[src/rtl/gshare_predictor.sv]
// gshare branch direction predictor: 2^IDX_W saturating counters indexed by PC ^ GHR,
// trained non-speculatively by the branch unit with the index returned at prediction time.
module gshare_predictor #(
  parameter int CNT_W    = 2,
  parameter int IDX_W    = 6,
  parameter int HIST_W   = 6,
  parameter int INIT_CNT = (1 << CNT_W) - 1
) (
  input  logic             clk,
  input  logic             rst_n,
  input  logic             request,
  input  logic [IDX_W-1:0] req_pc,
  input  logic             result,
  input  logic             taken,
  input  logic [IDX_W-1:0] upd_idx,
  output logic             prediction,
  output logic             pred_valid,
  output logic [IDX_W-1:0] pred_idx,
  output logic             pred_strong
);

  localparam int               DEPTH    = 1 << IDX_W;
  localparam logic [CNT_W-1:0] CNT_MAX  = {CNT_W{1'b1}};
  localparam logic [CNT_W-1:0] CNT_ZERO = {CNT_W{1'b0}};
  localparam logic [CNT_W-1:0] CNT_INIT = CNT_W'(INIT_CNT);

  function automatic logic [CNT_W-1:0] sat_step(input logic [CNT_W-1:0] cnt, input logic up);
    logic [CNT_W-1:0] nxt;
    if (up) begin
      nxt = (cnt == CNT_MAX) ? cnt : cnt + CNT_W'(1'b1);
    end else begin
      nxt = (cnt == CNT_ZERO) ? cnt : cnt - CNT_W'(1'b1);
    end
    return nxt;
  endfunction

  function automatic logic is_saturated(input logic [CNT_W-1:0] cnt);
    return (cnt == CNT_ZERO) || (cnt == CNT_MAX);
  endfunction

  logic [CNT_W-1:0]  tbl_q [DEPTH];
  logic [HIST_W-1:0] ghr_q, ghr_d;
  logic [IDX_W-1:0]  idx_s;
  logic [CNT_W-1:0]  rd_cnt_s;
  logic [CNT_W-1:0]  upd_cnt_d;
  logic              prediction_q;
  logic              pred_valid_q;
  logic [IDX_W-1:0]  pred_idx_q;
  logic              pred_strong_q;

  // Lookup index, trained counter value and shifted history
  always_comb begin
    idx_s     = req_pc ^ IDX_W'(ghr_q);
    rd_cnt_s  = tbl_q[idx_s];
    upd_cnt_d = sat_step(tbl_q[upd_idx], taken);
    ghr_d     = result ? ((ghr_q << 1) | HIST_W'(taken)) : ghr_q;
  end

  // Reads see pre-edge table and GHR, so a same-cycle update is visible only next cycle
  always_ff @(posedge clk or negedge rst_n) begin
    if (!rst_n) begin
      for (int i = 0; i < DEPTH; i++) begin
        tbl_q[i] <= CNT_INIT;
      end
      ghr_q         <= {HIST_W{1'b0}};
      prediction_q  <= 1'b0;
      pred_valid_q  <= 1'b0;
      pred_idx_q    <= {IDX_W{1'b0}};
      pred_strong_q <= 1'b0;
    end else begin
      if (result) begin
        tbl_q[upd_idx] <= upd_cnt_d;
      end
      ghr_q        <= ghr_d;
      pred_valid_q <= request;
      if (request) begin
        prediction_q  <= rd_cnt_s[CNT_W-1];
        pred_idx_q    <= idx_s;
        pred_strong_q <= is_saturated(rd_cnt_s);
      end
    end
  end

  assign prediction  = prediction_q;
  assign pred_valid  = pred_valid_q;
  assign pred_idx    = pred_idx_q;
  assign pred_strong = pred_strong_q;

endmodule

[config.mk]
export PLATFORM = sky130hd
export DESIGN_NAME = gshare_predictor
export DESIGN_NICKNAME = d
export VERILOG_FILES = /design/src/rtl/gshare_predictor.sv
export SDC_FILE = /design/constraint.sdc
export NUM_CORES = 1
export LEC_CHECK = 0
export CORE_AREA = 2 2 161 132
export CTS_CLUSTER_DIAMETER = 50
export DETAILED_ROUTE_END_ITERATION = 12
export DIE_AREA = 0 0 163 134
export GPL_TIMING_DRIVEN = 0
export PLACE_DENSITY_LB_ADDON = 0.25
export SYNTH_ARGS = -nofsm -noshare
export SYNTH_HDL_FRONTEND = slang
export SYNTH_SLANG_ARGS = --single-unit
[constraint.sdc]
create_clock -name clk -period 2.7 [get_ports clk]
set_clock_uncertainty 0.15 [all_clocks]
set_input_delay 0.675 -clock clk [delete_from_list [all_inputs] [get_ports clk]]
set_output_delay 0.675 -clock clk [all_outputs]
set_load 0.05 [all_outputs]
# Yosys cells after proc, flatten, opt, wreduce, memory -nomap -nowiden

Cells that the tools add are included.

Latch bits: 0
Flip-flop bits (word level): 143
Logic and storage cells: 96
Bits of input ports: 17
ROM bits: 0
Bits in writable memories: 0
Memories kept: 0

Divide/modulo/power cells: 0
Shift-type cells: 0
Add/sub/neg operators: 2
Bitwise operators: 4
Mux-type cells: 12
Reduce and logical (&&, ||, !) cells: 4
Order comparisons: 3
Equality and inequality tests: 2
Multiply operators: 0

Operator list:

| kind                                                                  | count |
|---|---|
| 128-bit bitwise mux                                                   | 1 |
| 2-bit binary-select mux with 6-bit select                             | 2 |
| 2-bit two-way mux                                                     | 8 |
| 7-bit >= comparator (second input constant)                           | 2 |
| 6-bit inverter with 7-bit output                                      | 2 |
| 2-bit demux with 6-bit select                                         | 1 |
| 7-bit by 1-bit < comparator with 1-bit output (second input constant) | 1 |
| 6-bit by 1-bit bitwise OR with 6-bit output                           | 1 |
| 6-bit bitwise XOR                                                     | 1 |
| 2-bit equality test (second input constant)                           | 2 |
| 2-bit logical NOT                                                     | 2 |
| 2-bit by 1-bit adder with 2-bit output (second input constant)        | 1 |
| 2-bit by 1-bit subtractor with 2-bit output (second input constant)   | 1 |
| 1-bit logical AND                                                     | 1 |
| 1-bit logical OR                                                      | 1 |

# Longest topological paths before layout

Gate-level depths: netlist of the first run.

Word-level depth: 8
Mapped depth: 12
Mapped depth without buffers: 8

# Least setup slack after synthesis of the first run

OpenSTA, ideal clock, no wires.

Path kind: input port to flip-flop
Start: input upd_idx[2]
End: register tbl_q[39] in the netlist's numbering
Required time: 2,465 ps
Stages: 12
Setup slack: -458 ps
Setup time: 85 ps
Data arrival time: 2,923 ps
Cells stage by stage: buf_2 buf_2 buf_1 mux4_2 nand2_1 nand2_1 a221oi_1 nand4_1 o21a_1 a21oi_2 clkbuf_2 o21ai_0

Longest elaborated chain between the ends: 8
Elaborated cells between the ends (all ways): 17

RTL lines:

| element                                                                   | line   | text |
|---|---|---|
| from (decl)                                                               | 15     | `input logic [IDX_W-1:0] upd_idx,` |
| 6-bit inverter with 7-bit output (implied by the code) *                  | 55, 72 |  |
| 2-bit binary-select mux with 6-bit select                                 | 55     | `upd_cnt_d = sat_step(tbl_q[upd_idx], taken);` |
| 2-bit two-way mux (implied by the code) (2 in series)                     | 55     |  |
| 2-bit by 1-bit subtractor with 2-bit output, or another cell as far along | 32     | `nxt = (cnt == CNT_ZERO) ? cnt : cnt - CNT_W'(1'b1);` |
| 2-bit two-way mux, on equally long branches                               | 32, 30 |  |
| 2-bit two-way mux                                                         | 29     | `if (up) begin` |
| 128-bit bitwise mux *                                                     | 72     | `tbl_q[upd_idx] <= upd_cnt_d;` |
| to (signal, indexed assignment)                                           | 72     |  |
| to (decl)                                                                 | 41     | `logic [CNT_W-1:0] tbl_q [DEPTH];` |

Mark *: on every way between the ends. The rest lies on a longest branch, timed or not. The select of a mux whose other input is x is not followed.
A chain may end at the register's enable or synchronous reset.

# Worst setup path in the final report of the first run

Start: input upd_idx[0]
End: register tbl_q[57] in the netlist's numbering

The elaborated chain is that of the path after synthesis.

==> results of run 1 <==
-- synth_stat cells (all sizes together) (2+ instances only) --
library cell / count / area [sq um]
nand3: 26 / 130.1
a32oi: 3 / 26.28
and3b: 5 / 43.79
dfrtp: 15 / 375.4
nor3b: 2 / 15.01
and2: 2 / 12.51
inv: 4 / 15.01
o21ai: 133 / 665.6
a211oi: 2 / 15.01
o211ai: 4 / 30.03
a31oi: 4 / 25.02
xor2: 7 / 61.31
a311oi: 2 / 17.52
and3: 4 / 25.02
a21boi: 5 / 37.54
dfstp: 128 / 3363
nand3b: 8 / 60.06
o22ai: 3 / 18.77
mux2: 23 / 259.0
clkbuf: 25 / 108.9
mux4: 36 / 818.3
xnor2: 4 / 35.03
nand4: 8 / 50.05
o41ai: 2 / 17.52
o221ai: 3 / 26.28
buf: 23 / 118.9
o21a: 2 / 15.01
mux2i: 16 / 160.2
nor2: 28 / 105.1
a211o: 2 / 17.52
nor3: 4 / 20.02
a22oi: 10 / 75.07
nand2: 247 / 927.1
a221oi: 2 / 17.52
nor2b: 2 / 12.51
a21oi: 17 / 100.1
or3b: 4 / 35.03
nand2b: 6 / 37.54
-- layout make-up --
type,count,area (sq um),area share [%]
plain buffers,47,576.8,5.440
clock buffers,21,470.5,4.437
clock inverters,10,160.2,1.510
inverters,4,18.77,0.1770
multi-input cells,634,4562,43.02
flip-flops and latches,143,3741,35.28
well taps,269,336.6,3.174
repair buffers,60,738.2,6.962
-- state kept, by name (all words and copies together) (netlist names) --
signal,cells
tbl_q,128
ghr_q,6
pred_idx,6
pred_strong,1
pred_valid,1
prediction,1
-- what timing repair did --
item / 4_1_cts / 5_1_grt
cloned: 8 / 3
buffers inserted: 21 / 6
resized for setup: 190 / 70
endpoints found under the setup margin: 130 / 130
pin swaps: 47 / 15
-- routing by layer --
layer | up-vias | part of all wire [%] | GRT usage [%]
met3 | 70 | 11 | 8.998
met5 | - | 0 | 0
li1 | 3133 | - | -
met1 | 3523 | 43 | 36.99
met4 | 0 | 2.8 | 8.702
met2 | 384 | 43 | 37.81
-- worst paths after layout --
| kind | startpoint | end | depth (start not counted) | slack, ns |
|---|---|---|---|---|
| max in group asynchronous | rst_n | tbl_q[47]$_DFFE_PN1P_ | 2 | 1.45 |
| setup reg to reg | tbl_q[45]$_DFFE_PN1P_ | tbl_q[57]$_DFFE_PN1P_ | 10 | -0.22 |
| min in group clk | tbl_q[111]$_DFFE_PN1P_ | tbl_q[111]$_DFFE_PN1P_ | 2 | 0.32 |
| hold reg to reg | tbl_q[111]$_DFFE_PN1P_ | tbl_q[111]$_DFFE_PN1P_ | 2 | 0.32 |
| hold / removal | rst_n | pred_idx[0]$_DFFE_PN0P_ | 1 | 0.15 |
| setup / recovery | upd_idx[0] | tbl_q[57]$_DFFE_PN1P_ | 12 | -0.39 |
-- critical path, delay by kind of cell --
kind | cells | cell delay, ns
and+or+nand+nor | 2 | 0.61
buffers and inverters | 5 | 1.03
AOI/OAI and AO/OA | 5 | 0.97
-- power groups by stage --
stage / clock network, mW / logic (mW) / registers, mW
after floorplan: 0 / 0.955 / 2.80
after global placement: 0 / 1.55 / 2.76
after detailed placement: 0 / 1.57 / 2.77
after CTS: 2.57 / 1.99 / 2.75
after global routing: 2.66 / 2.28 / 2.79
final: 2.54 / 2.16 / 2.75
-- cell families after synthesis --
family,Yosys count
buffers and inverters,52
flip-flops,143
AO/OA/AOI/OAI,200
AND/OR/NAND/NOR,348
multiplexers,75
XOR/XNOR,11
-- per-stage QoR --
step	hold slack, ns	setup slack (ns)	utilization, %
2_1_floorplan	0.2294	-0.3807	-
3_3_place_gp	0.3077	-4.923	42.84
3_5_place_dp	0.3125	-2.009	43.15
4_1_cts	0.1876	-0.3573	50.61
5_1_grt	0.2168	-0.3920	52.27
6_report	0.1517	-0.3852	52.27
==> impl_metrics.tcl, run 1 <==
set metrics [dict create \
    status "complete, but fails checks" \
    violations "setup timing" \
    detail_route.first_pass.iterations 6 \
    total_power_mw 7.451 \
    design_area_sq_um 10600 \
    post_drt_via_cell_ratio 5.985 \
    rsz0062_at_grt "yes" \
    gp_congestion 0.9034 \
    core_area_sq_um 20290 \
    drc_errors 0 \
    placed_area_sq_um 8753 \
    startpoint_type "input pin" \
    seq_area_frac_synth_pct 46.94 \
    finalHoldViolCount 0 \
    place_inst 1120 \
    ys_seq_elements 143 \
    relSlewSlack_pct 15.01 \
    syn_to_final_growth_pct 33.15 \
    switching_share_pct 31.39 \
    die_y_microns 134 \
    synth_flop_cell "dfstp_2" \
    clkSinkCount 143 \
    hold_class "in2async" \
    numPortBuffers 19 \
    ios 26 \
    drive_gt1_share_pct 46.25 \
    grt_max_degree 84 \
    yosysWarningCount 0 \
    required_ns 2.91 \
    cts_tree "built" \
    comb_power_share_pct 29.0 \
    grt_usage_pct 26.24 \
    clk_pin_slew_ns 0.06 \
    synthMuxAreaShare_pct 15.54 \
    rows 47 \
    irDropWorstVdd_uv 440.9 \
    crit_top_cell "clkbuf_16" \
    die_area_sq_um 21840 \
    setup_violations 129 \
    cts_inserted_buffers 17 \
    tightest_slew_ns 1.270 \
    nFillCells 1814 \
    synth_top_family_by_area "simple AND/OR/NAND/NOR gates" \
    crit_type "in2reg" \
    nets 924 \
    setup_tns_ns -39.56 \
    synth_cell_type_count 54 \
    synth_edf_count 0 \
    first_iter_violations 792 \
    clock.fmax_mhz 324.1 \
    clk_latency_ns 0.43 \
    place_hpwl_microns 17950 \
    synth_area_sq_um 7964 \
    power_density_nw_per_um2 702.7 \
    syn_avg_cell_area_sq_um 9.607 \
    internal-power_mw 5.112 \
    crit_arrival_ns 3.29 \
    leakage_nw 3.900 \
    cap_violations 0 \
    cpMaxStageDelayCell "or4_4" \
    vias 7110 \
    clockRootBuffer "clkbuf_16" \
    final_cell_mix "nand2_1, dfstp_2, o21ai_2" \
    final_common_cell "nand2_1" \
    htreeDepth 4 \
    antenna_cells 0 \
    p_clk_share_pct 34.1 \
    routedWlPerCell_microns 23.22 \
    synth_compound_area_share_pct 14.53 \
    layoutNonFillerInstCount 1188 \
    worstPathCellList "buf_4 > buf_6 > buf_2 > a21oi_1 > o41ai_2 > nand4_1 > or4_4 > o21a_1 > a21oi_4 > clkbuf_16 > clkbuf_16 > o21ai_2" \
    layout_min_cycle_time_ns 3.085 \
    setup_ws_ns -0.3852 \
    postCtsHoldBufs 0 \
    synth-simple-area-share_pct 18.73 \
    syn-num-nets 846 \
    post-route-period-util_pct 114.3 \
    grt_pass1_vias 6917 \
    max_stage_delay_ns 0.47 \
    initial_core_util_pct 39.25 \
    grt_pass1_wl_microns 42440 \
    synth_fa_ha_area_share_pct 0 \
    synth_xor_area_share_pct 1.210 \
    die_w_microns 163 \
    crit_path_max_fanout 10 \
    synth_cells 829 \
    grt_overflow 0 \
    p_sw_mw 2.339 \
    antenna_found_initial 0 \
    final_antenna_net_count 0 \
    sequentialPowerShare_pct 37.0 \
    critical_path.endpoint_type "flop" \
    async_flop_share_pct 100.0 \
    cts_buffer_depth 2 \
    slew_violations 0 \
    routed_wl_microns 27590 \
]
Note: power is estimated with default switching activity, not from simulation.
==> inputs of run 2 (changes only) <==
CAP_MARGIN = 0   (was unset)
CELL_PAD_IN_SITES_DETAIL_PLACEMENT = 0   (was unset)
CELL_PAD_IN_SITES_GLOBAL_PLACEMENT = 1   (was unset)
==> run 2 against run 1 <==
The flow still finishes with violations (setup timing). Global-route usage is 1.1 points higher. Wire length is 4.0% higher. Power is 3.1% lower. Critical endpoint is now tbl_q[91]$_DFFE_PN1P_.
==> impl_metrics.tcl, run 2 (synthesis results as in run 1) <==
set metrics [dict create \
    gr-max-usage-layer "met1" \
    p_sw_mw 2.372 \
    r2r_slack_ns -0.21 \
    core_area_sq_um 20290 \
    detail_route.first_pass.iterations 5 \
    total_power_mw 7.221 \
    cts_buffer_depth 2 \
    required_ns 2.91 \
    startpoint "upd_idx[1]" \
    critical-path-top-delay-family "multiplexers" \
    p_clk_share_pct 31.9 \
    regMostFlops "tbl_q" \
    clkSinkCount 143 \
    leakage_nw 3.903 \
    critical_path.endpoint_type "flop" \
    status "complete, but fails checks" \
    cap_violations 0 \
    postCtsHoldBufs 0 \
    cts_inserted_buffers 17 \
    grt_usage_pct 27.30 \
    routed_wl_microns 28680 \
    endpoint "tbl_q[91]$_DFFE_PN1P_" \
    slew_violations 0 \
    comb_power_share_pct 29.8 \
    fin_hold_ws_ns 0.08083 \
    clockRootBuffer "clkbuf_16" \
    tightest_slew_ns 1.355 \
    cts_tree "built" \
    max_stage_delay_ns 0.50 \
    rsz0062_at_grt "yes" \
    ios 26 \
    rows 47 \
    post-route-period-util_pct 112.5 \
    finalHoldViolCount 0 \
    crit_path_max_fanout 7 \
    nFillCells 1829 \
    switching_share_pct 32.84 \
    placed_area_sq_um 8753 \
    hold_class "in2async" \
    cpMaxStageDelayCell "mux4_2" \
    clk_pin_slew_ns 0.06 \
    place_hpwl_microns 18830 \
    use_met1_pct 41.00 \
    layout_min_cycle_time_ns 3.036 \
    die_area_sq_um 21840 \
    vias 7027 \
    syn_to_final_growth_pct 33.28 \
    seq_area_sq_um 3741 \
    clock.fmax_mhz 329.4 \
    rr_endpoint "tbl_q[91]$_DFFE_PN1P_" \
    htreeDepth 4 \
    sequentialPowerShare_pct 38.2 \
    gp_congestion 0.8874 \
    drive_gt1_share_pct 45.65 \
    final_antenna_net_count 0 \
    grt_pass1_vias 6617 \
    nets 924 \
    initial_core_util_pct 39.25 \
    numPortBuffers 19 \
    die_y_microns 134 \
    setup_violations 129 \
    largest_register_ffs 128 \
    design_area_sq_um 10610 \
    first_iter_violations 859 \
    power_density_nw_per_um2 680.3 \
    worstPathCellList "buf_12 > buf_12 > mux4_2 > mux2_4 > nand2_4 > nand4_1 > or4_4 > o21a_1 > a21oi_4 > buf_12 > clkbuf_16 > o21ai_2" \
    startpoint_type "input pin" \
    clk_latency_ns 0.43 \
    r2r_start "tbl_q[3]$_DFFE_PN1P_" \
    antenna_found_initial 0 \
    internal-power_mw 4.849 \
    violations "setup timing" \
    r2r_cells 10 \
    path_depth 12 \
    antenna_cells 0 \
    grtUsageMet3_pct 6.030 \
    final_common_cell "nand2_1" \
    setup_tns_ns -35.60 \
    relSlewSlack_pct 9.330 \
    final_cell_mix "nand2_1, dfstp_2, o21ai_2" \
    setup_ws_ns -0.3363 \
    grt_overflow 0 \
    multiInputGateArea_sq_um 4569 \
    die_w_microns 163 \
    drc_errors 0 \
    grt_pass1_wl_microns 43270 \
    crit_arrival_ns 3.25 \
    grt_max_degree 73 \
    routedWlPerCell_microns 24.12 \
    crit_top_cell "buf_12" \
    irDropWorstVdd_uv 445.8 \
    path_buf_inv 4 \
    post_drt_via_cell_ratio 5.910 \
    grt_util_met2_pct 39.34 \
    crit_type "in2reg" \
]
## run 2: cell count changes in the layout (fill, tap and decap cells not counted), sizes merged
cell      previous run  this run
clkbuf              46        52
buf                 67        64
bufinv               4         1
clkinv               5         2
clkinvlp             2         5
inv                  3         4
## run 2: layout make-up
| class | instances | share of cell area, % |
|---|---|---|
| clock buffer | 24 | 4.539 |
| timing repair buffer | 61 | 6.932 |
| buffer | 46 | 6.106 |
| clock inverter | 8 | 0.7780 |
| inverter | 4 | 0.1768 |
| multi-input combinational | 634 | 43.05 |
| tap | 269 | 3.171 |
| sequential | 143 | 35.25 |
## run 2: layer usage
metal / wire (microns) / vias to the layer above
met4: 588 / 0
met3: 2419 / 42
met5: 0 / -
met2: 12400 / 312
li1: - / 3148
met1: 13270 / 3525
## run 2: stage by stage
step,utilization [%],cells,setup WS [ns]
floorplan,-,829,-0.3807
global placement,42.84,1117,-4.962
detailed placement,43.15,1120,-2.162
CTS,50.62,1179,-0.3058
global route,52.32,1189,-0.3790
finish,52.32,1189,-0.3363
## run 2: power groups by stage
stage               registers (mW)  clock network (mW)  logic (mW)
floorplan                     2.80                   0       0.955
global placement              2.76                   0        1.57
detailed placement            2.77                   0        1.59
CTS                           2.75                2.35        2.00
global route                  2.79                2.43        2.27
finish                        2.76                2.31        2.15
## run 2: worst min path at each step
stage	depth (start not counted)	end	slack [ns]	start
6_report	1	pred_idx[0]$_DFFE_PN0P_	0.08	rst_n
5_1_grt	1	pred_idx[0]$_DFFE_PN0P_	0.14	rst_n
4_1_cts	1	pred_idx[0]$_DFFE_PN0P_	0.12	rst_n
3_5_place_dp	2	tbl_q[56]$_DFFE_PN1P_	0.31	tbl_q[56]$_DFFE_PN1P_
3_3_place_gp	2	tbl_q[17]$_DFFE_PN1P_	0.31	tbl_q[17]$_DFFE_PN1P_
2_1_floorplan	0	ghr_q[0]$_DFFE_PN0P_	0.23	rst_n
## run 2: what timing repair did
item                                    4_1_cts  5_1_grt
endpoints found under the setup margin      130      130
cloned                                        9        2
pin swaps                                    18       16
gates resized for setup                     189       72
setup buffers                                19       10
==> inputs of run 3 (changes only) <==
CORE_AREA = 2 2 154 126   (was 2 2 161 132)
DIE_AREA = 0 0 156 128   (was 0 0 163 134)
==> run 3 against run 2 <==
The flow still finishes with violations (setup timing). Wire length about the same. Cell count down 3.1%. Setup slack worse by 0.064 ns. Critical path type unchanged. Cell area down 1.3%.
==> impl_metrics.tcl, run 3 (synthesis results as in run 1) <==
set metrics [dict create \
    required_ns 2.92 \
    nets 920 \
    place_hpwl_microns 18730 \
    final_antenna_net_count 0 \
    r2r_slack_ns -0.26 \
    cts_tree "built" \
    post-route-period-util_pct 114.8 \
    grt_pass1_wl_microns 43160 \
    routed_wl_microns 28660 \
    switching_share_pct 32.29 \
    grt_pass1_vias 7070 \
    hold_class "reg2reg" \
    finalHoldViolCount 0 \
    cap_violations 0 \
    regMostFlops "tbl_q" \
    clk_pin_slew_ns 0.07 \
    grt_overflow 0 \
    sequentialPowerShare_pct 37.6 \
    setup_violations 129 \
    setup_ws_ns -0.4004 \
    clock.fmax_mhz 322.5 \
    critical_path.endpoint_type "flop" \
    crit_path_max_fanout 8 \
    r2r_cells 10 \
    hold_path_startpoint "tbl_q[95]$_DFFE_PN1P_" \
    worstHoldPathCells 2 \
    grt_util_met2_pct 44.92 \
    cts_buffer_depth 2 \
    nFillCells 1571 \
    rows 45 \
    r2r_start "tbl_q[1]$_DFFE_PN1P_" \
    gp_congestion 0.9259 \
    first_iter_violations 742 \
    fin_hold_ws_ns 0.3211 \
    rsz0062_at_grt "yes" \
    violations "setup timing" \
    drive_gt1_share_pct 44.00 \
    ios 26 \
    power_density_nw_per_um2 701.9 \
    p_sw_mw 2.374 \
    syn_to_final_growth_pct 31.53 \
    numPortBuffers 19 \
    antenna_found_initial 0 \
    die_w_microns 156 \
    pre_cts_slack_ns -2.153 \
    relSlewSlack_pct 11.63 \
    cts_inserted_buffers 17 \
    drc_errors 0 \
    clkSinkCount 143 \
    core_area_sq_um 18520 \
    detail_route.first_pass.iterations 5 \
    final_cell_mix "nand2_1, dfstp_2, o21ai_1" \
    die_y_microns 128 \
    die_area_sq_um 19970 \
    rr_endpoint "tbl_q[117]$_DFFE_PN1P_" \
    clk_latency_ns 0.45 \
    irDropWorstVdd_uv 367.0 \
    gr-max-usage-layer "met2" \
    crit_arrival_ns 3.32 \
    postCtsHoldBufs 0 \
    p_clk_share_pct 34.3 \
    largest_register_ffs 128 \
    internal-power_mw 4.978 \
    comb_power_share_pct 28.1 \
    startpoint_type "input pin" \
    grt_usage_pct 29.52 \
    routedWlPerCell_microns 24.88 \
    status "complete, but fails checks" \
    clockRootBuffer "clkbuf_16" \
    min_to "tbl_q[95]$_DFFE_PN1P_" \
    leakage_nw 3.827 \
    grt_max_degree 78 \
    use_met1_pct 40.76 \
    post_drt_via_cell_ratio 6.194 \
    grtUsageMet3_pct 6.761 \
    initial_core_util_pct 42.99 \
    slew_violations 0 \
    vias 7135 \
    htreeDepth 4 \
    layout_min_cycle_time_ns 3.100 \
    crit_type "in2reg" \
    tightest_slew_ns 1.321 \
    final_common_cell "nand2_1" \
]
==> run 3: changes by cell type in the layout (fill, tap and decap cells not counted), sizes merged <==
cell	change
dlygate4sd2	+1
inv	-1
bufinv	+1
clkbuf	-2
diode	+1
buf	-2
clkinvlp	-1
==> run 3: stage by stage <==
step | area [sq um] | utilization, % | power, mW | TNS [ns] | instances
after floorplan | 8165 | - | 3.757 | -45.76 | 829
after global placement | 8650 | 46.69 | 4.306 | -684.03 | 1083
after detailed placement | 8711 | 47.02 | 4.353 | -264.46 | 1086
after CTS | 10100 | 54.55 | 7.168 | -32.96 | 1142
after global routing | 10470 | 56.54 | 7.592 | -47.68 | 1151
final | 10480 | 56.55 | 7.352 | -40.88 | 1152
==> run 3: what timing repair did <==
item,in CTS,in global routing
pin swaps,15,11
buffers inserted,19,10
endpoints found under the setup margin,130,130
endpoints found under the hold margin,0,0
cloned,7,0
gates resized for setup,134,120
==> run 3: layout make-up <==
type                    instances  area, sq um  area share (%)
multi-input cells             634         4568           43.61
flip-flops and latches        143         3740           35.70
repair buffers                 57        666.9           6.366
plain buffers                  46        560.5           5.351
clock buffers                  25        528.0           5.041
well taps                     235        294.0           2.807
clock inverters                 7        96.34          0.9197
inverters                       4        18.77          0.1792
diodes                          1        2.502         0.02389
==> run 3: how the worst max path moves through the flow <==
stage / start / to / slack [ns] / cells after the start
2_1_floorplan: upd_idx[1] / tbl_q[39]$_DFFE_PN1P_ / -0.38 / 10
3_3_place_gp: rst_n / ghr_q[0]$_DFFE_PN0P_ / -4.48 / 1
3_5_place_dp: upd_idx[1] / tbl_q[51]$_DFFE_PN1P_ / -2.15 / 11
4_1_cts: upd_idx[1] / tbl_q[65]$_DFFE_PN1P_ / -0.31 / 12
5_1_grt: upd_idx[1] / tbl_q[17]$_DFFE_PN1P_ / -0.43 / 13
6_report: upd_idx[1] / tbl_q[117]$_DFFE_PN1P_ / -0.40 / 12
==> run 3: power groups by stage <==
| stage | registers, mW | clock network (mW) | logic, mW |
|---|---|---|---|
| 6_report | 2.77 | 2.52 | 2.07 |
| 4_1_cts | 2.75 | 2.54 | 1.88 |
| 3_5_place_dp | 2.77 | 0 | 1.58 |
| 5_1_grt | 2.79 | 2.62 | 2.18 |
| 3_3_place_gp | 2.75 | 0 | 1.55 |
| 2_1_floorplan | 2.80 | 0 | 0.955 |
==> run 3: worst max-delay path: stages <==
cell	delay [ns]
buf_12	0.12
buf_12	0.14
mux4_2	0.50
mux2_4	0.30
nand2_4	0.09
nand4_1	0.12
or4_4	0.47
o21a_4	0.25
a21oi_4	0.20
buf_12	0.20
clkbuf_8	0.17
o21ai_1	0.06
==> run 3: routing by layer <==
layer / routed length, microns / up-vias / part of all wire [%]
met5: 0 / - / 0
met4: 1135 / 0 / 4.0
li1: - / 3125 / -
met3: 2673 / 84 / 9.3
met2: 12830 / 375 / 45
met1: 12030 / 3551 / 42
